**src/rtl/ahbl_apb_bridge_pkg.sv**
```systemverilog
// Shared encodings for the AHB-Lite to APB bridge: AHB transfer/response codes and FSM states.
package ahbl_apb_bridge_pkg;

  localparam logic [1:0] HTRANS_IDLE = 2'b00;
  localparam logic [1:0] HTRANS_BUSY = 2'b01;
  localparam logic [1:0] HTRANS_NSEQ = 2'b10;
  localparam logic [1:0] HTRANS_SEQ  = 2'b11;

  localparam logic HRESP_OKAY  = 1'b0;
  localparam logic HRESP_ERROR = 1'b1;

  typedef enum logic [2:0] {
    ST_IDLE   = 3'd0,
    ST_WDATA  = 3'd1,
    ST_SETUP  = 3'd2,
    ST_ACCESS = 3'd3,
    ST_ERR0   = 3'd4,
    ST_ERR1   = 3'd5
  } bridge_state_t;

  function automatic logic is_valid_trans(input logic [1:0] htrans);
    return (htrans == HTRANS_NSEQ) || (htrans == HTRANS_SEQ);
  endfunction

endpackage

```
**src/rtl/ahbl_apb_bridge_timeout.sv**
```systemverilog
// APB access-phase wait counter; expired is high once the count reaches LIMIT.
module apb_timeout_ctr #(
  parameter int unsigned LIMIT = 255
) (
  input  logic clk,
  input  logic rst_n,
  input  logic clear,
  input  logic cnt_en,
  output logic expired
);

  localparam int unsigned CW = (LIMIT < 1) ? 1 : $clog2(LIMIT + 1);
  localparam logic [CW-1:0] LIM = CW'(LIMIT);

  logic [CW-1:0] cnt;

  // Saturate at the limit; the bridge leaves ACCESS on that cycle anyway.
  always_ff @(posedge clk or negedge rst_n) begin
    if (!rst_n)                      cnt <= '0;
    else if (clear)                  cnt <= '0;
    else if (cnt_en && (cnt != LIM)) cnt <= cnt + CW'(1);
  end

  assign expired = (cnt == LIM);

endmodule

```
**src/rtl/ahbl_apb_bridge.sv**
```systemverilog
// AHB-Lite slave to APB master bridge, one APB setup+access per AHB data phase.
// Optional APB access timeout enabled by defining APB_TIMEOUT_EN.
module ahbl_apb_bridge
  import ahbl_apb_bridge_pkg::*;
#(
  parameter int          W_HADDR        = 32,
  parameter int          W_PADDR        = 20,
  parameter int          W_DATA         = 32,
  parameter int unsigned TIMEOUT_CYCLES = 255
) (
  input  logic               clk,
  input  logic               rst_n,
  input  logic               ahbls_hready,
  output logic               ahbls_hready_resp,
  output logic               ahbls_hresp,
  input  logic [W_HADDR-1:0] ahbls_haddr,
  input  logic               ahbls_hwrite,
  input  logic [1:0]         ahbls_htrans,
  input  logic [2:0]         ahbls_hsize,
  input  logic [W_DATA-1:0]  ahbls_hwdata,
  output logic [W_DATA-1:0]  ahbls_hrdata,
  output logic [W_PADDR-1:0] apbm_paddr,
  output logic               apbm_psel,
  output logic               apbm_penable,
  output logic               apbm_pwrite,
  output logic [W_DATA-1:0]  apbm_pwdata,
  input  logic [W_DATA-1:0]  apbm_prdata,
  input  logic               apbm_pready,
  input  logic               apbm_pslverr
);

  bridge_state_t state;
  logic          accept;
  logic          tmo_expired;

  assign accept = ahbls_hready && is_valid_trans(ahbls_htrans) &&
                  ((state == ST_IDLE) || (state == ST_ERR1));

`ifdef APB_TIMEOUT_EN
  apb_timeout_ctr #(.LIMIT(TIMEOUT_CYCLES)) u_tmo (
    .clk     (clk),
    .rst_n   (rst_n),
    .clear   (state == ST_SETUP),
    .cnt_en  ((state == ST_ACCESS) && !apbm_pready),
    .expired (tmo_expired)
  );
`else
  logic unused_tmo;
  assign tmo_expired = 1'b0;
  assign unused_tmo  = (TIMEOUT_CYCLES == 0);
`endif

  // Size is ignored (full-word forwarding) and upper address bits do not reach APB.
  logic unused_in;
  assign unused_in = ^{ahbls_hsize, ahbls_haddr[W_HADDR-1:W_PADDR]};

  always_ff @(posedge clk or negedge rst_n) begin
    if (!rst_n) begin
      state             <= ST_IDLE;
      apbm_psel         <= 1'b0;
      apbm_penable      <= 1'b0;
      apbm_pwrite       <= 1'b0;
      apbm_paddr        <= '0;
      apbm_pwdata       <= '0;
      ahbls_hrdata      <= '0;
      ahbls_hready_resp <= 1'b1;
      ahbls_hresp       <= HRESP_OKAY;
    end else begin
      case (state)
        ST_IDLE, ST_ERR1: begin
          state             <= ST_IDLE;
          ahbls_hready_resp <= 1'b1;
          ahbls_hresp       <= HRESP_OKAY;
          if (accept) begin
            apbm_paddr        <= ahbls_haddr[W_PADDR-1:0];
            apbm_pwrite       <= ahbls_hwrite;
            ahbls_hready_resp <= 1'b0;
            // Writes spend one cycle collecting hwdata before SETUP.
            if (ahbls_hwrite) begin
              state <= ST_WDATA;
            end else begin
              state     <= ST_SETUP;
              apbm_psel <= 1'b1;
            end
          end
        end
        ST_WDATA: begin
          apbm_pwdata <= ahbls_hwdata;
          apbm_psel   <= 1'b1;
          state       <= ST_SETUP;
        end
        ST_SETUP: begin
          apbm_penable <= 1'b1;
          state        <= ST_ACCESS;
        end
        ST_ACCESS: begin
          if (apbm_pready) begin
            apbm_psel    <= 1'b0;
            apbm_penable <= 1'b0;
            if (apbm_pslverr) begin
              state       <= ST_ERR0;
              ahbls_hresp <= HRESP_ERROR;
            end else begin
              state             <= ST_IDLE;
              ahbls_hready_resp <= 1'b1;
              if (!apbm_pwrite) ahbls_hrdata <= apbm_prdata;
            end
          end else if (tmo_expired) begin
            apbm_psel    <= 1'b0;
            apbm_penable <= 1'b0;
            state        <= ST_ERR0;
            ahbls_hresp  <= HRESP_ERROR;
          end
        end
        ST_ERR0: begin
          state             <= ST_ERR1;
          ahbls_hready_resp <= 1'b1;
        end
        default: begin
          state             <= ST_IDLE;
          apbm_psel         <= 1'b0;
          apbm_penable      <= 1'b0;
          ahbls_hready_resp <= 1'b1;
          ahbls_hresp       <= HRESP_OKAY;
        end
      endcase
    end
  end

endmodule

```
**config.mk**
```make
export PLATFORM = sky130hd
export DESIGN_NAME = ahbl_apb_bridge
export DESIGN_NICKNAME = d
export VERILOG_FILES = /design/src/rtl/ahbl_apb_bridge_pkg.sv /design/src/rtl/ahbl_apb_bridge_timeout.sv /design/src/rtl/ahbl_apb_bridge.sv
export SDC_FILE = /design/constraint.sdc
export NUM_CORES = 1
export LEC_CHECK = 0
export BUFFER_PORTS_ARGS = -buffer_cell sky130_fd_sc_hd__buf_2
export CAP_MARGIN = 0
export CORE_MARGIN = 5
export CORE_UTILIZATION = 40
export CTS_CLUSTER_SIZE = 10
export DETAILED_ROUTE_END_ITERATION = 16
export GPL_TIMING_DRIVEN = 0
export MAX_ROUTING_LAYER = met4
export PLACE_DENSITY = 0.73
export SYNTH_ARGS = -nofsm -noshare
export SYNTH_HDL_FRONTEND = slang
export SYNTH_HIERARCHICAL = 1
export SYNTH_SLANG_ARGS = --single-unit
```
**constraint.sdc**
```tcl
create_clock -name clk -period 5.1 [get_ports clk]
set_clock_uncertainty 0.15 [all_clocks]
set_input_delay 0 -clock clk [delete_from_list [all_inputs] [get_ports clk]]
set_output_delay 0 -clock clk [all_outputs]
set_load 0.005 [all_outputs]
```
Yosys cells after proc, flatten, opt, wreduce, memory -nomap -nowiden
Index checks and enable logic that the tools add are counted.
{ "word_totals": {"out_inout_bits": 89, "register_bits": 92, "inputBits": 107, "word_cells": 60} }
{ "op_classes": {"n_eq_ne": 12, "bitwise_logic": 6, "n_mux": 17, "reduce_logical": 16} }
{ "op_table": {"columns": ["op", "n"], "rows": [
  ["$pmux 3 s5", 1],
  ["$ne 2x2->1 const B", 5],
  ["$mux 1", 8],
  ["$reduce_and 4->1", 2],
  ["$eq 3x2->1 const B", 2],
  ["$eq 3x3->1 const B", 2],
  ["$mux 3", 2],
  ["$not 1->1", 6],
  ["$pmux 1 s3", 2],
  ["$reduce_and 3->1", 2],
  ["$reduce_or 2->1", 3],
  ["$eq 2x2->1 const B", 2],
  ["$mux 2", 2],
  ["$pmux 1 s4", 1],
  ["$reduce_and 2->1", 2],
  ["$reduce_or 4->1", 1],
  ["$eq 3x1->1 const B", 1],
  ["$logic_not 3->1", 1],
  ["$reduce_or 3->1", 1],
  ["$logic_and 1x1->1", 2],
  ["$logic_or 1x1->1", 2],
  ["$pmux 1 s2", 1]
]} }

Logic depth before layout (Yosys ltp)
Gate-level depths: netlist of run 1.
{ "depth": {"ltp_word": 6, "ltp_mapped": 5, "depth_no_buf": 3} }

Least setup slack after synthesis of run 1
Ideal clock, no wire load.
{ "synth_path": {"kind": "flip-flop to flip-flop", "from": "register state[2]", "to": "register apbm_paddr[10]", "arrival_time_ns": 1.505, "n_path_buf": 2, "path_slack_ns": 3.321, "synth_period_minus_slack_ns": 1.779, "required_ns": 4.825, "stages_incl_launch_ff": 6, "cell_sequence": "dfrtp_1 buf_2 nor2b_1 nor4_4 buf_2 mux2_2"} }
{ "synth_between": {"elab_chain_cells": 4, "elab_cells_between_ends": 6, "classes_between": "eq/ne (1); reduce/logical (5)"} }
{ "synth_lines": {"columns": ["element", "line", "source"], "rows": [
  ["start, declared", "ahbl_apb_bridge.sv:32", "bridge_state_t state;"],
  ["start signal, assigned", "ahbl_apb_bridge.sv:59", "state <= ST_IDLE;"],
  ["start signal, assigned", "ahbl_apb_bridge.sv:71", "state <= ST_IDLE;"],
  ["start signal, assigned", "ahbl_apb_bridge.sv:80", "state <= ST_WDATA;"],
  ["$eq 3x3->1 / $logic_not 3->1 (equally long branches)", "ahbl_apb_bridge.sv:37, ahbl_apb_bridge.sv:69", null],
  ["$logic_or 1x1->1", "ahbl_apb_bridge.sv:37", "((state == ST_IDLE) || (state == ST_ERR1));"],
  ["$logic_and 1x1->1", "ahbl_apb_bridge.sv:36", "assign accept = ahbls_hready && is_valid_trans(ahbls_htrans) &&"],
  ["$reduce_and 2->1 (no source line) (*)", null, null],
  ["end signal, assigned", "ahbl_apb_bridge.sv:75", "apbm_paddr <= ahbls_haddr[W_PADDR-1:0];"],
  ["end, declared", "ahbl_apb_bridge.sv:22", "output logic [W_PADDR-1:0] apbm_paddr,"]
]} }
Mark *: on every way between the ends. The rest lies on a longest branch, timed or not.
A chain may end at the register's enable or synchronous reset.

Worst setup path in the final report of run 1
{ "layout_path": {"from": "register state[1]", "to": "register apbm_psel"} }
{ "layout_between": {"elab_chain_cells": 5, "elab_cells_between_ends": 16, "classes_between": "eq/ne (8); mux (1); bitwise (1); reduce/logical (6)"} }
{ "layout_lines": {"columns": ["element", "line", "source"], "rows": [
  ["$eq 3x3->1 / $logic_not 3->1 (equally long branches)", "ahbl_apb_bridge.sv:37, ahbl_apb_bridge.sv:69", null],
  ["$logic_or 1x1->1", "ahbl_apb_bridge.sv:37", null],
  ["$logic_and 1x1->1", "ahbl_apb_bridge.sv:36", null],
  ["$ne 2x2->1 (no source line)", null, null],
  ["$reduce_and 4->1 (no source line)", null, null],
  ["end signal, assigned", "ahbl_apb_bridge.sv:60", "apbm_psel <= 1'b0;"],
  ["end signal, assigned", "ahbl_apb_bridge.sv:83", "apbm_psel <= 1'b1;"],
  ["end signal, assigned", "ahbl_apb_bridge.sv:89", "apbm_psel <= 1'b1;"],
  ["end, declared", "ahbl_apb_bridge.sv:23", "output logic apbm_psel,"]
]} }
Parallel ways exist; a longest one is shown, timed or not.

==> results of run 1 <==
## path summary, 6_finish.rpt
path                                                  from                             to  slack, ns  cells past startpoint
worst min register to register  apbm_paddr[17]$_DFFE_PN0P_     apbm_paddr[17]$_DFFE_PN0P_       0.36                      1
worst min-delay path                                 rst_n    apbm_pwdata[30]$_DFFE_PN0P_        0.1                      2
min in group clk                           apbm_prdata[25]   ahbls_hrdata[25]$_DFFE_PN0P_       0.26                      3
worst max-delay path                  state[1]$_DFFE_PN0P_          apbm_psel$_DFFE_PN0P_       3.01                      4
max in group asynchronous                            rst_n  ahbls_hready_resp$_DFFE_PN1P_       4.01                      3
worst max register to register        state[1]$_DFFE_PN0P_          apbm_psel$_DFFE_PN0P_       3.01                      4
## state kept, by name, indices dropped and copies added (netlist names)
register,cells
apbm_pwrite,1
state,3
apbm_pwdata,32
ahbls_hresp,1
apbm_penable,1
ahbls_hready_resp,1
ahbls_hrdata,32
apbm_paddr,20
apbm_psel,1
## cell type report
| type | count | area share |
|---|---|---|
| Buffer | 11 | 0.0123 |
| Inverter | 5 | 0.00319 |
| Clock inverter | 5 | 0.0140 |
| Sequential cell | 92 | 0.391 |
| Tap cell | 111 | 0.0236 |
| Timing Repair Buffer | 272 | 0.312 |
| Clock buffer | 11 | 0.0257 |
| Multi-Input combinational cell | 117 | 0.218 |
## cells by family after synthesis
family,count (synthesis)
AOI/OAI and AO/OA,13
buffers and inverters,16
DFF,92
muxes,85
and+or+nand+nor,19
## critical path, cell delays in order, from the launching register on
cell and delay [ns]:
dfrtp_1 0.44, clkbuf_1 0.24, or4_1 0.57, dlygate4sd3_1 0.56
nand3_1 0.08
## metrics by stage
stage	setup slack, ns	util	power, W	hold WS, ns	cell area [sq um]
after floorplan	3.32	-	0.00193	-0.446	3680
after global placement	3.08	0.517	0.00241	0.0819	4710
after detailed placement	3.08	0.520	0.00247	-0.0588	4730
after CTS	3.02	0.647	0.00309	0.0939	5890
after global routing	2.94	0.647	0.00328	0.157	5890
final	3.01	0.647	0.00307	0.0997	5890
## placed cells by master, fill, tap and decap left out, drive strengths merged, types with 2 or more instances in the layout
cell type	Yosys	layout
a21oi	2	2
a22o	2	2
buf	10	190
bufinv	0	2
clkbuf	1	12
clkinv	0	2
dfrtp	91	91
dlygate4sd3	0	92
inv	5	6
mux2	85	85
nand3	2	2
nor2	5	5
nor2b	3	3
nor3	2	2
o21ai	4	4
or4	2	2
## repair_timing
item / CTS / global route
hold endpoints to repair: 146 / 0
hold buffers: 92 / 0
resized for setup: 0 / 0
## power groups by stage
stage	clock [W]	combinational (W)	sequential, W
detailed placement	0	0.00116	0.00130
global route	0.000606	0.00132	0.00135
finish	0.000556	0.00122	0.00130
floorplan	0	0.000608	0.00132
global placement	0	0.00114	0.00127
CTS	0.000576	0.00123	0.00129
## metal layers
metal,vias up,part of all wire
li1,1360,-
met3,18,0.061
met2,113,0.53
met5,-,0
met1,1427,0.39
met4,0,0.018
==> qor.json, run 1 <==
{
  "hpwlAfterDp": {"value": 6.32, "unit": "mm"},
  "most_frequent_cell_after_synthesis": {"value": "dfrtp_1"},
  "area.growth.synth_to_final": {"value": 60.2, "unit": "%"},
  "netlist_top_cells_area": {"value": "dfrtp_1 62%, mux2_2 17%, mux2_4 12%"},
  "setup-violations-final": {"value": 0},
  "syn-cell-area": {"value": 0.00368, "unit": "sq mm"},
  "core-area": {"value": 0.00911, "unit": "sq mm"},
  "starting_density": {"value": 0.404},
  "synth_common_cells": {"value": "91 x dfrtp_1, 55 x mux2_2, 30 x mux2_4"},
  "synth.ff_latch_count": {"value": 92},
  "largest_family_of_logic_cells_by_synthesized_area": {"value": "multiplexers"},
  "use_met2": {"value": 0.337},
  "synth-main-ff-cell": {"value": "dfrtp_1"},
  "cellPowerDensity": {"value": 522, "unit": "mW/mm^2"},
  "post_drt_wl_per_cell": {"value": 16.0, "unit": "um"},
  "floorplan.io_pins": {"value": 196},
  "fraction_of_registers_with_async_set_reset": {"value": 1.00},
  "power.internal": {"value": 0.00216, "unit": "W"},
  "rsz_0062_raised_after_global_routing": {"value": "false"},
  "drt_iter0_markers": {"value": 77},
  "final_layout_size_suffix_gt1_frac": {"value": 0.579},
  "tmin_final": {"value": 2.09, "unit": "ns"},
  "drt_wl_total": {"value": 10.0, "unit": "mm"},
  "routabilityCongestion": {"value": 0.802},
  "grt_pass1_vias": {"value": 3334},
  "die-area": {"value": 0.0112, "unit": "sq mm"},
  "cts-root-to-sink-buffers": {"value": 2},
  "multi_input_area": {"value": 0.00128, "unit": "sq mm"},
  "clk_pin_slew_worst_paths": {"value": 0.09, "unit": "ns"},
  "vdd_ir_drop_max": {"value": 0.213, "unit": "mV"},
  "drtAntennaViolNets": {"value": 0},
  "worstSkewPairLatency": {"value": 0.35, "unit": "ns"},
  "timing.final.hold_violations": {"value": 0},
  "die_height": {"value": 106, "unit": "um"},
  "clock-root-buffer": {"value": "clkbuf_8"},
  "clock_power_share": {"value": 0.181},
  "tightest_slew": {"value": 0.680, "unit": "ns"},
  "sequential_element_share_of_the_synthesized_area": {"value": 0.626},
  "vias": {"value": 2918},
  "grt_max_degree": {"value": 56},
  "ys_types": {"value": 28},
  "muxShareOfSynthArea": {"value": 0.291},
  "wire_length_of_the_first_global_routing_pass": {"value": 16.4, "unit": "mm"},
  "synthXorXnorAreaFrac": {"value": 0},
  "worstSetupPathType": {"value": "flip-flop to flip-flop"},
  "synth_warnings": {"value": 6},
  "relative_slew_margins": {"value": 0.547},
  "synthSimpleGateAreaFrac": {"value": 0.0344},
  "cts_tree": {"value": "done"},
  "number_of_flops_mapped_to_enable_cells_by_yosys": {"value": 0},
  "area.sequential": {"value": 0.00230, "unit": "sq mm"},
  "fillerInstances": {"value": 673},
  "cp-start-kind": {"value": "flip-flop"},
  "grtUsageTotal": {"value": 0.188},
  "post_cts_buffers": {"value": 0},
  "worstPathMaxFanout": {"value": 10},
  "outcome": {"value": "finished clean"},
  "route.detailed.vias_per_inst": {"value": 4.68},
  "fmax": {"value": 479, "unit": "MHz"},
  "cts_htree_levels": {"value": 3},
  "globalRouteMet1Util": {"value": 0.199},
  "final_min_period_over_clock_period": {"value": 0.410},
  "synth_compound_area_frac": {"value": 0.0235},
  "globalRouteMet3Util": {"value": 0.0557},
  "leakage": {"value": 2.97, "unit": "nW"},
  "clock_sinks": {"value": 92},
  "comb_power_share": {"value": 0.396},
  "synth_fa_ha_area_frac": {"value": 0},
  "power_dissipated_by_switching_net_loads": {"value": 0.000917, "unit": "W"},
  "final_nets": {"value": 615},
  "class_of_the_tightest_hold_or_removal_check": {"value": "input port to async pin"},
  "numCtsBuffers": {"value": 9},
  "floorplan.rows": {"value": 35},
  "grt_most_used_layer": {"value": "met2"},
  "setup_total_negative_slack": {"value": 0, "unit": "ns"},
  "drc_errors": {"value": 0},
  "fp.dieW": {"value": 106, "unit": "um"},
  "timing.critical_path.arrival": {"value": 2.23, "unit": "ns"},
  "port_buffers": {"value": 179},
  "grt_remaining_overflow": {"value": 0},
  "timing_max_transition_violations_final": {"value": 0},
  "post_synth_inst_count": {"value": 225},
  "grt_antenna_before_repair": {"value": 0},
  "post-place-cells": {"value": 516},
  "drt-pass1-iter-count": {"value": 4},
  "synthesis.nets": {"value": 332},
  "critical_path_required": {"value": 5.24, "unit": "ns"},
  "layout.cells.non_filler": {"value": 624},
  "netlist.area_leader.share": {"value": 0.619},
  "switching_share": {"value": 0.298},
  "synth_top_area_cell": {"value": "dfrtp_1"},
  "worstSetupEndpointType": {"value": "flip-flop"},
  "avgSynthCellArea": {"value": 16.3, "unit": "sq um"},
  "antenna-diode-count": {"value": 0},
  "reported_max_cap_violation_count": {"value": 0},
  "seq_power_share": {"value": 0.423}
}
Power figures use the tool's default switching activity.
==> run 2, diff against run 1 <==
ABC_AREA = 1   (was not set)
PLACE_DENSITY = 0.75   (was 0.73)
clock period = 1.72 ns   (was 5.1 ns; I/O delays follow)
==> run 2 against run 1 <==
  * Clock power rose to 2.6 times the previous value
  * Combinational power rose to 2.9 times the previous value
  * Clock-buffer cell count up 1
  * Global-route usage up 2.9 points
  * Sequential cell count unchanged
  * Critical path type unchanged
  * Largest power group unchanged
==> qor.json, run 2 <==
{
  "numCtsBuffers": {"value": 9, "change": "unchanged"},
  "synth.ff_latch_count": {"value": 92, "change": "unchanged"},
  "hold-worst-slack": {"value": 0.245, "unit": "ns", "change": "was 0.0997 ns"},
  "clock_sinks": {"value": 92, "change": "unchanged"},
  "outcome": {"value": "finished clean", "change": "unchanged"},
  "worstSetupEndpointType": {"value": "flip-flop", "change": "unchanged"},
  "reported_max_cap_violation_count": {"value": 0, "change": "unchanged"},
  "worst-r2r-cell-count": {"value": 7, "change": "was 4"},
  "post-place-cells": {"value": 703, "change": "was 516"},
  "mostFrequentLayoutCells": {"value": "184 x buf_2, 175 x nand2_1, 91 x dlygate4sd3_1", "change": "was 185 x buf_2, 92 x dlygate4sd3_1, 91 x dfrtp_1"},
  "starting_density": {"value": 0.404, "change": "about the same"},
  "area.growth.synth_to_final": {"value": 60.3, "unit": "%", "change": "was 60.2%"},
  "floorplan.io_pins": {"value": 196, "change": "unchanged"},
  "synth_common_cells": {"value": "176 x nand2_1, 91 x dfrtp_1, 40 x inv_1", "change": "was 91 x dfrtp_1, 55 x mux2_2, 30 x mux2_4"},
  "grtUsageTotal": {"value": 0.218, "change": "was 0.188"},
  "final_nets": {"value": 803, "change": "was 615"},
  "hpwlAfterDp": {"value": 7.16, "unit": "mm", "change": "was 6.32 mm"},
  "synthXorXnorAreaFrac": {"value": 0, "change": "unchanged"},
  "synthesis.nets": {"value": 519, "change": "was 332"},
  "fraction_of_registers_with_async_set_reset": {"value": 1.00, "change": "unchanged"},
  "leakage": {"value": 3.33, "unit": "nW", "change": "was 2.97 nW"},
  "fp.dieW": {"value": 106, "unit": "um", "change": "about the same"},
  "post_synth_inst_count": {"value": 412, "change": "was 225"},
  "fmax": {"value": 615, "unit": "MHz", "change": "was 479 MHz"},
  "timing.final.hold_violations": {"value": 0, "change": "unchanged"},
  "synth_fa_ha_area_frac": {"value": 0, "change": "unchanged"},
  "synth-main-ff-cell": {"value": "dfrtp_1", "change": "unchanged"},
  "drt_wl_total": {"value": 11.6, "unit": "mm", "change": "was 10.0 mm"},
  "worstSkewPairLatency": {"value": 0.34, "unit": "ns", "change": "was 0.35 ns"},
  "die_height": {"value": 106, "unit": "um", "change": "about the same"},
  "die-area": {"value": 0.0112, "unit": "sq mm", "change": "about the same"},
  "netlist_top_cells_area": {"value": "dfrtp_1 62%, nand2_1 18%, nand3_1 4.9%", "change": "was dfrtp_1 62%, mux2_2 17%, mux2_4 12%"},
  "class_of_the_tightest_hold_or_removal_check": {"value": "input port to flip-flop", "change": "was input port to async pin"},
  "avgSynthCellArea": {"value": 8.89, "unit": "sq um", "change": "was 16.3 sq um"},
  "grt_remaining_overflow": {"value": 0, "change": "unchanged"},
  "layout.cells.non_filler": {"value": 813, "change": "was 624"},
  "drtAntennaViolNets": {"value": 0, "change": "unchanged"},
  "grt_pass1_vias": {"value": 4038, "change": "was 3,334"},
  "synthSimpleGateAreaFrac": {"value": 0.252, "change": "was 0.0344"},
  "wire_length_of_the_first_global_routing_pass": {"value": 19.2, "unit": "mm", "change": "was 16.4 mm"},
  "synth_top_area_cell": {"value": "dfrtp_1", "change": "unchanged"},
  "synth_warnings": {"value": 6, "change": "unchanged"},
  "number_of_flops_mapped_to_enable_cells_by_yosys": {"value": 0, "change": "unchanged"},
  "drt_iter0_markers": {"value": 258, "change": "was 77"},
  "ys_types": {"value": 19, "change": "was 28"},
  "cts_htree_levels": {"value": 3, "change": "unchanged"},
  "final_layout_size_suffix_gt1_frac": {"value": 0.310, "change": "was 0.579"},
  "grt_antenna_before_repair": {"value": 1, "change": "was 0"},
  "tightest_slew": {"value": 0.425, "unit": "ns", "change": "was 0.680 ns"},
  "min_delay_path_depth": {"value": 4},
  "most_frequent_cell_after_synthesis": {"value": "nand2_1", "change": "was dfrtp_1"},
  "port_buffers": {"value": 179, "change": "unchanged"},
  "fillerInstances": {"value": 710, "change": "was 673"},
  "clk_pin_slew_worst_paths": {"value": 0.09, "unit": "ns", "change": "about the same"},
  "vias": {"value": 3814, "change": "was 2,918"},
  "sequential_element_share_of_the_synthesized_area": {"value": 0.629, "change": "was 0.626"},
  "relative_slew_margins": {"value": 0.717, "change": "was 0.547"},
  "synth_compound_area_frac": {"value": 0.0519, "change": "was 0.0235"},
  "design_power_total": {"value": 0.00872, "unit": "W", "change": "was 0.00307 W"},
  "muxShareOfSynthArea": {"value": 0, "change": "was 0.291"},
  "clock-root-buffer": {"value": "clkbuf_8", "change": "unchanged"},
  "largest_family_of_logic_cells_by_synthesized_area": {"value": "simple AND/OR/NAND/NOR gates", "change": "was multiplexers"},
  "vdd_ir_drop_max": {"value": 0.663, "unit": "mV", "change": "was 0.213 mV"},
  "grt_max_degree": {"value": 71, "change": "was 56"},
  "worstSetupPathType": {"value": "flip-flop to flip-flop", "change": "unchanged"},
  "drc_errors": {"value": 0, "change": "unchanged"},
  "final_min_period_over_clock_period": {"value": 0.945, "change": "was 0.410"},
  "post_drt_wl_per_cell": {"value": 14.3, "unit": "um", "change": "was 16.0 um"},
  "cts-root-to-sink-buffers": {"value": 2, "change": "unchanged"},
  "rsz_0062_raised_after_global_routing": {"value": "false", "change": "unchanged"},
  "setup_total_negative_slack": {"value": 0, "unit": "ns", "change": "unchanged"},
  "cts_tree": {"value": "done", "change": "unchanged"},
  "critical_path_required": {"value": 1.81, "unit": "ns", "change": "was 5.24 ns"},
  "netlist.area_leader.share": {"value": 0.622, "change": "was 0.619"},
  "top_regs": {"value": "ahbls_hrdata x32, apbm_pwdata x32, apbm_paddr x20", "change": "unchanged"},
  "cp-start-kind": {"value": "flip-flop", "change": "unchanged"},
  "most_frequent_standard_cell_in_the_layout_excluding_fill_and_tap_cells": {"value": "buf_2", "change": "unchanged"},
  "cellPowerDensity": {"value": 1490, "unit": "mW/mm^2", "change": "was 522 mW/mm^2"},
  "drt-pass1-iter-count": {"value": 4, "change": "unchanged"},
  "tmin_final": {"value": 1.63, "unit": "ns", "change": "was 2.09 ns"},
  "route.detailed.vias_per_inst": {"value": 4.69, "change": "was 4.68"},
  "setup-violations-final": {"value": 0, "change": "unchanged"},
  "timing.critical_path.arrival": {"value": 1.72, "unit": "ns", "change": "was 2.23 ns"},
  "floorplan.rows": {"value": 35, "change": "unchanged"},
  "syn-cell-area": {"value": 0.00366, "unit": "sq mm", "change": "was 0.00368 sq mm"},
  "worstPathMaxFanout": {"value": 10, "change": "unchanged"},
  "routabilityCongestion": {"value": 0.765, "change": "was 0.802"},
  "timing_max_transition_violations_final": {"value": 0, "change": "unchanged"},
  "core-area": {"value": 0.00906, "unit": "sq mm", "change": "was 0.00911 sq mm"}
}
[run 2: worst max-delay path, stage by stage (launching register included)]
cell	delay, ns
dfrtp_1	0.43
inv_4	0.13
nand2_1	0.14
nor3_4	0.29
inv_2	0.05
buf_2	0.18
nand2_1	0.09
nand2_1	0.06
[run 2: final timing paths]
kind | from | slack, ns | endpoint
worst max-delay path | state[1]$_DFFE_PN0P_ | 0.09 | apbm_paddr[4]$_DFFE_PN0P_
worst min-delay path | ahbls_haddr[14] | 0.25 | apbm_paddr[14]$_DFFE_PN0P_
worst max register to register | state[1]$_DFFE_PN0P_ | 0.09 | apbm_paddr[4]$_DFFE_PN0P_
worst min register to register | ahbls_hready_resp$_DFFE_PN1P_ | 0.32 | ahbls_hready_resp$_DFFE_PN1P_
max in group asynchronous | rst_n | 0.28 | ahbls_hready_resp$_DFFE_PN1P_
min in group asynchronous | rst_n | 0.48 | apbm_paddr[13]$_DFFE_PN0P_
[run 2: cells by family (layout without fill, tap and decap cells)]
kind of cell / after synthesis / count (layout)
other cells: 0 / 1
buf+inv: 61 / 350
simple gates: 221 / 221
compound gates: 38 / 38
flops: 92 / 92
[run 2: stage by stage]
stage	cell area, sq um	utilization	setup slack, ns
floorplan	3660	-	0.306
global placement	4700	0.518	-0.315
detailed placement	4730	0.521	0.0480
CTS	5830	0.643	0.0301
global route	5870	0.647	0.00213
finish	5870	0.647	0.0944
[run 2: repair_timing]
action	in CTS	in global routing
hold buffers	91	0
hold endpoints to repair	183	0
setup endpoints to repair	0	74
resized for setup	0	12
setup buffers	0	2
[run 2: layout make-up]
cell class,count,area [sq um],area share
Inverter,42,160,0.0273
Sequential cell,92,2300,0.393
Antenna cell,1,2.50,0.000427
Multi-Input combinational cell,259,1120,0.191
Tap cell,111,139,0.0237
Clock buffer,12,145,0.0247
Clock inverter,4,51.3,0.00874
Timing Repair Buffer,273,1850,0.316
Buffer,19,91.3,0.0156
[run 2: power breakdown]
part	internal, W	switching, W
Clock	0.000714	0.000725
Sequential	0.00318	0.000560
Combinational	0.00155	0.00198
[run 2: metal layers]
metal / routed length, um / up-vias / part of all wire / global-route usage
met2: 5730 / 164 / 0.49 / 0.360
met1: 4820 / 1772 / 0.41 / 0.261
li1: - / 1848 / - / -
met4: 317 / 0 / 0.027 / 0.0907
met3: 778 / 30 / 0.067 / 0.0441
met5: 0 / - / 0 / -
==> run 3, diff against run 2 <==
RECOVER_POWER = 100   (was not set)
==> run 3 against run 2 <==
  * Sequential power about the same
  * Maximum frequency is essentially flat
  * Critical path depth did not move
  * Sequential cell count is the same
  * Via count shrank 0.10%
  * Core utilization decreased by 0.87 points
  * Critical path type unchanged
  * Non-clock buffer count did not move
  * Register-to-register slack hardly changed
  * Sequential share of layout area is 0.54 points higher
  * Critical endpoint unchanged
==> qor.json, run 3 (synthesis gave the netlist of run 2 again) <==
{
  "wire_length_of_the_first_global_routing_pass": {"value": 19.2, "unit": "mm", "change": "unchanged"},
  "comb_power_share": {"value": 0.392, "change": "was 0.405"},
  "timing.final.hold_violations": {"value": 0, "change": "unchanged"},
  "grt_max_degree": {"value": 71, "change": "unchanged"},
  "route.detailed.vias_per_inst": {"value": 4.69, "change": "about the same"},
  "tightest_slew": {"value": 0.442, "unit": "ns", "change": "was 0.425 ns"},
  "switching_share": {"value": 0.385, "change": "was 0.375"},
  "tmin_final": {"value": 1.63, "unit": "ns", "change": "about the same"},
  "setup_total_negative_slack": {"value": 0, "unit": "ns", "change": "unchanged"},
  "die-area": {"value": 0.0112, "unit": "sq mm", "change": "unchanged"},
  "final_layout_size_suffix_gt1_frac": {"value": 0.223, "change": "was 0.310"},
  "grt_pass1_vias": {"value": 4038, "change": "unchanged"},
  "drc_errors": {"value": 0, "change": "unchanged"},
  "floorplan.io_pins": {"value": 196, "change": "unchanged"},
  "cts_htree_levels": {"value": 3, "change": "unchanged"},
  "grtUsageTotal": {"value": 0.218, "change": "unchanged"},
  "post-place-cells": {"value": 703, "change": "unchanged"},
  "drtAntennaViolNets": {"value": 0, "change": "unchanged"},
  "outcome": {"value": "finished clean", "change": "unchanged"},
  "hpwlAfterDp": {"value": 7.16, "unit": "mm", "change": "unchanged"},
  "layout.cells.non_filler": {"value": 813, "change": "unchanged"},
  "core-area": {"value": 0.00906, "unit": "sq mm", "change": "unchanged"},
  "clk_pin_slew_worst_paths": {"value": 0.09, "unit": "ns", "change": "about the same"},
  "grt_remaining_overflow": {"value": 0, "change": "unchanged"},
  "timing.critical_path.arrival": {"value": 1.72, "unit": "ns", "change": "about the same"},
  "final_min_period_over_clock_period": {"value": 0.946, "change": "was 0.945"},
  "drt-pass1-iter-count": {"value": 4, "change": "unchanged"},
  "port_buffers": {"value": 179, "change": "unchanged"},
  "reported_max_cap_violation_count": {"value": 0, "change": "unchanged"},
  "cellPowerDensity": {"value": 1480, "unit": "mW/mm^2", "change": "was 1490 mW/mm^2"},
  "starting_density": {"value": 0.404, "change": "unchanged"},
  "seq_power_share": {"value": 0.439, "change": "was 0.429"},
  "grt_antenna_before_repair": {"value": 1, "change": "unchanged"},
  "fmax": {"value": 615, "unit": "MHz", "change": "about the same"},
  "final_nets": {"value": 803, "change": "unchanged"},
  "worstSetupEndpointType": {"value": "flip-flop", "change": "unchanged"},
  "clock_sinks": {"value": 92, "change": "unchanged"},
  "clock-root-buffer": {"value": "clkbuf_8", "change": "unchanged"},
  "floorplan.rows": {"value": 35, "change": "unchanged"},
  "most_frequent_standard_cell_in_the_layout_excluding_fill_and_tap_cells": {"value": "nand2_1", "change": "was buf_2"},
  "vias": {"value": 3810, "change": "was 3,814"},
  "clock_power_share": {"value": 0.168, "change": "was 0.165"},
  "leakage": {"value": 3.13, "unit": "nW", "change": "was 3.33 nW"},
  "rsz_0062_raised_after_global_routing": {"value": "false", "change": "unchanged"},
  "cts_tree": {"value": "done", "change": "unchanged"},
  "drt_iter0_markers": {"value": 230, "change": "was 258"},
  "area.growth.synth_to_final": {"value": 58.1, "unit": "%", "change": "was 60.3%"},
  "worstSkewPairLatency": {"value": 0.34, "unit": "ns", "change": "about the same"},
  "setup-violations-final": {"value": 0, "change": "unchanged"},
  "post_drt_wl_per_cell": {"value": 14.4, "unit": "um", "change": "was 14.3 um"},
  "critical_path_required": {"value": 1.82, "unit": "ns", "change": "was 1.81 ns"},
  "fp.dieW": {"value": 106, "unit": "um", "change": "unchanged"},
  "vdd_ir_drop_max": {"value": 0.658, "unit": "mV", "change": "was 0.663 mV"},
  "worstPathMaxFanout": {"value": 10, "change": "unchanged"},
  "class_of_the_tightest_hold_or_removal_check": {"value": "input port to flip-flop", "change": "unchanged"},
  "placement.cell_area": {"value": 0.00473, "unit": "sq mm", "change": "unchanged"},
  "cts-root-to-sink-buffers": {"value": 2, "change": "unchanged"},
  "timing_max_transition_violations_final": {"value": 0, "change": "unchanged"},
  "mostFrequentLayoutCells": {"value": "175 x nand2_1, 122 x buf_2, 91 x dlygate4sd3_1", "change": "was 184 x buf_2, 175 x nand2_1, 91 x dlygate4sd3_1"},
  "stdcell_area": {"value": 0.00579, "unit": "sq mm", "change": "was 0.00587 sq mm"},
  "top_regs": {"value": "ahbls_hrdata x32, apbm_pwdata x32, apbm_paddr x20", "change": "unchanged"},
  "power.internal": {"value": 0.00527, "unit": "W", "change": "was 0.00545 W"},
  "numCtsBuffers": {"value": 9, "change": "unchanged"},
  "power_dissipated_by_switching_net_loads": {"value": 0.00330, "unit": "W", "change": "was 0.00327 W"},
  "routabilityCongestion": {"value": 0.765, "change": "unchanged"},
  "die_height": {"value": 106, "unit": "um", "change": "unchanged"},
  "relative_slew_margins": {"value": 0.705, "change": "was 0.717"},
  "cp-start-kind": {"value": "flip-flop", "change": "unchanged"},
  "worstSetupPathType": {"value": "flip-flop to flip-flop", "change": "unchanged"},
  "drt_wl_total": {"value": 11.7, "unit": "mm", "change": "was 11.6 mm"}
}
-- run 3: cell count changes in the layout (fill, tap and decap cells not counted), sizes merged --
| cell | change |
|---|---|
| buf | -61 |
| clkbuf | +61 |
-- run 3: worst max-delay path, stage by stage, from the launching register on --
cell,delay [ns]
dfrtp_1,0.43
inv_4,0.13
nand2_1,0.14
nor3_4,0.29
inv_2,0.05
buf_2,0.18
nand2_1,0.09
nand2_1,0.06
-- run 3: stage by stage --
| step | setup slack [ns] | util | total power, W | hold WS (ns) |
|---|---|---|---|---|
| global route | 0.00375 | 0.639 | 0.00929 | 0.255 |
| global placement | -0.315 | 0.518 | 0.00689 | 0.0508 |
| finish | 0.0928 | 0.639 | 0.00857 | 0.241 |
| floorplan | 0.306 | - | 0.00540 | -0.446 |
| CTS | 0.0301 | 0.643 | 0.00870 | 0.214 |
| detailed placement | 0.0480 | 0.521 | 0.00707 | -0.225 |
-- run 3: power groups by stage --
stage / clock, W / combinational (W) / sequential [W]
after global routing: 0.00159 / 0.00380 / 0.00389
after floorplan: 0 / 0.00158 / 0.00382
after CTS: 0.00150 / 0.00349 / 0.00371
after detailed placement: 0 / 0.00333 / 0.00373
after global placement: 0 / 0.00319 / 0.00370
final: 0.00144 / 0.00336 / 0.00376
-- run 3: per-layer routing --
| layer | part of all wire | vias to the layer above | global-route usage |
|---|---|---|---|
| met1 | 0.42 | 1792 | 0.261 |
| met3 | 0.066 | 26 | 0.0441 |
| met5 | 0 | - | - |
| met4 | 0.026 | 0 | 0.0907 |
| li1 | - | 1847 | - |
| met2 | 0.49 | 145 | 0.360 |
-- run 3: final timing paths --
check / from / to / slack [ns] / cells past startpoint
max: state[1]$_DFFE_PN0P_ / apbm_paddr[4]$_DFFE_PN0P_ / 0.09 / 7
min: ahbls_haddr[14] / apbm_paddr[14]$_DFFE_PN0P_ / 0.24 / 4
max reg2reg: state[1]$_DFFE_PN0P_ / apbm_paddr[4]$_DFFE_PN0P_ / 0.09 / 7
min reg2reg: ahbls_hready_resp$_DFFE_PN1P_ / ahbls_hready_resp$_DFFE_PN1P_ / 0.32 / 2
max in group asynchronous: rst_n / ahbls_hready_resp$_DFFE_PN1P_ / 0.27 / 4
min in group asynchronous: rst_n / apbm_paddr[14]$_DFFE_PN0P_ / 0.48 / 3
-- run 3: final cells by class --
type | instances | area [sq um]
clock inverter | 4 | 51.3
inverter | 42 | 160
sequential | 92 | 2300
clock buffer | 12 | 145
timing repair buffer | 273 | 1770
antenna | 1 | 2.50
tap | 111 | 139
fill | 749 | 3280
buffer | 19 | 91.3
multi-input combinational | 259 | 1120
-- run 3: timing repair --
| item | in CTS | in global routing |
|---|---|---|
| hold endpoints to repair | 183 | 0 |
| setup endpoints to repair | 0 | 74 |
| hold buffers | 91 | 0 |
| setup buffers | 0 | 2 |
| resized for setup | 0 | 12 |
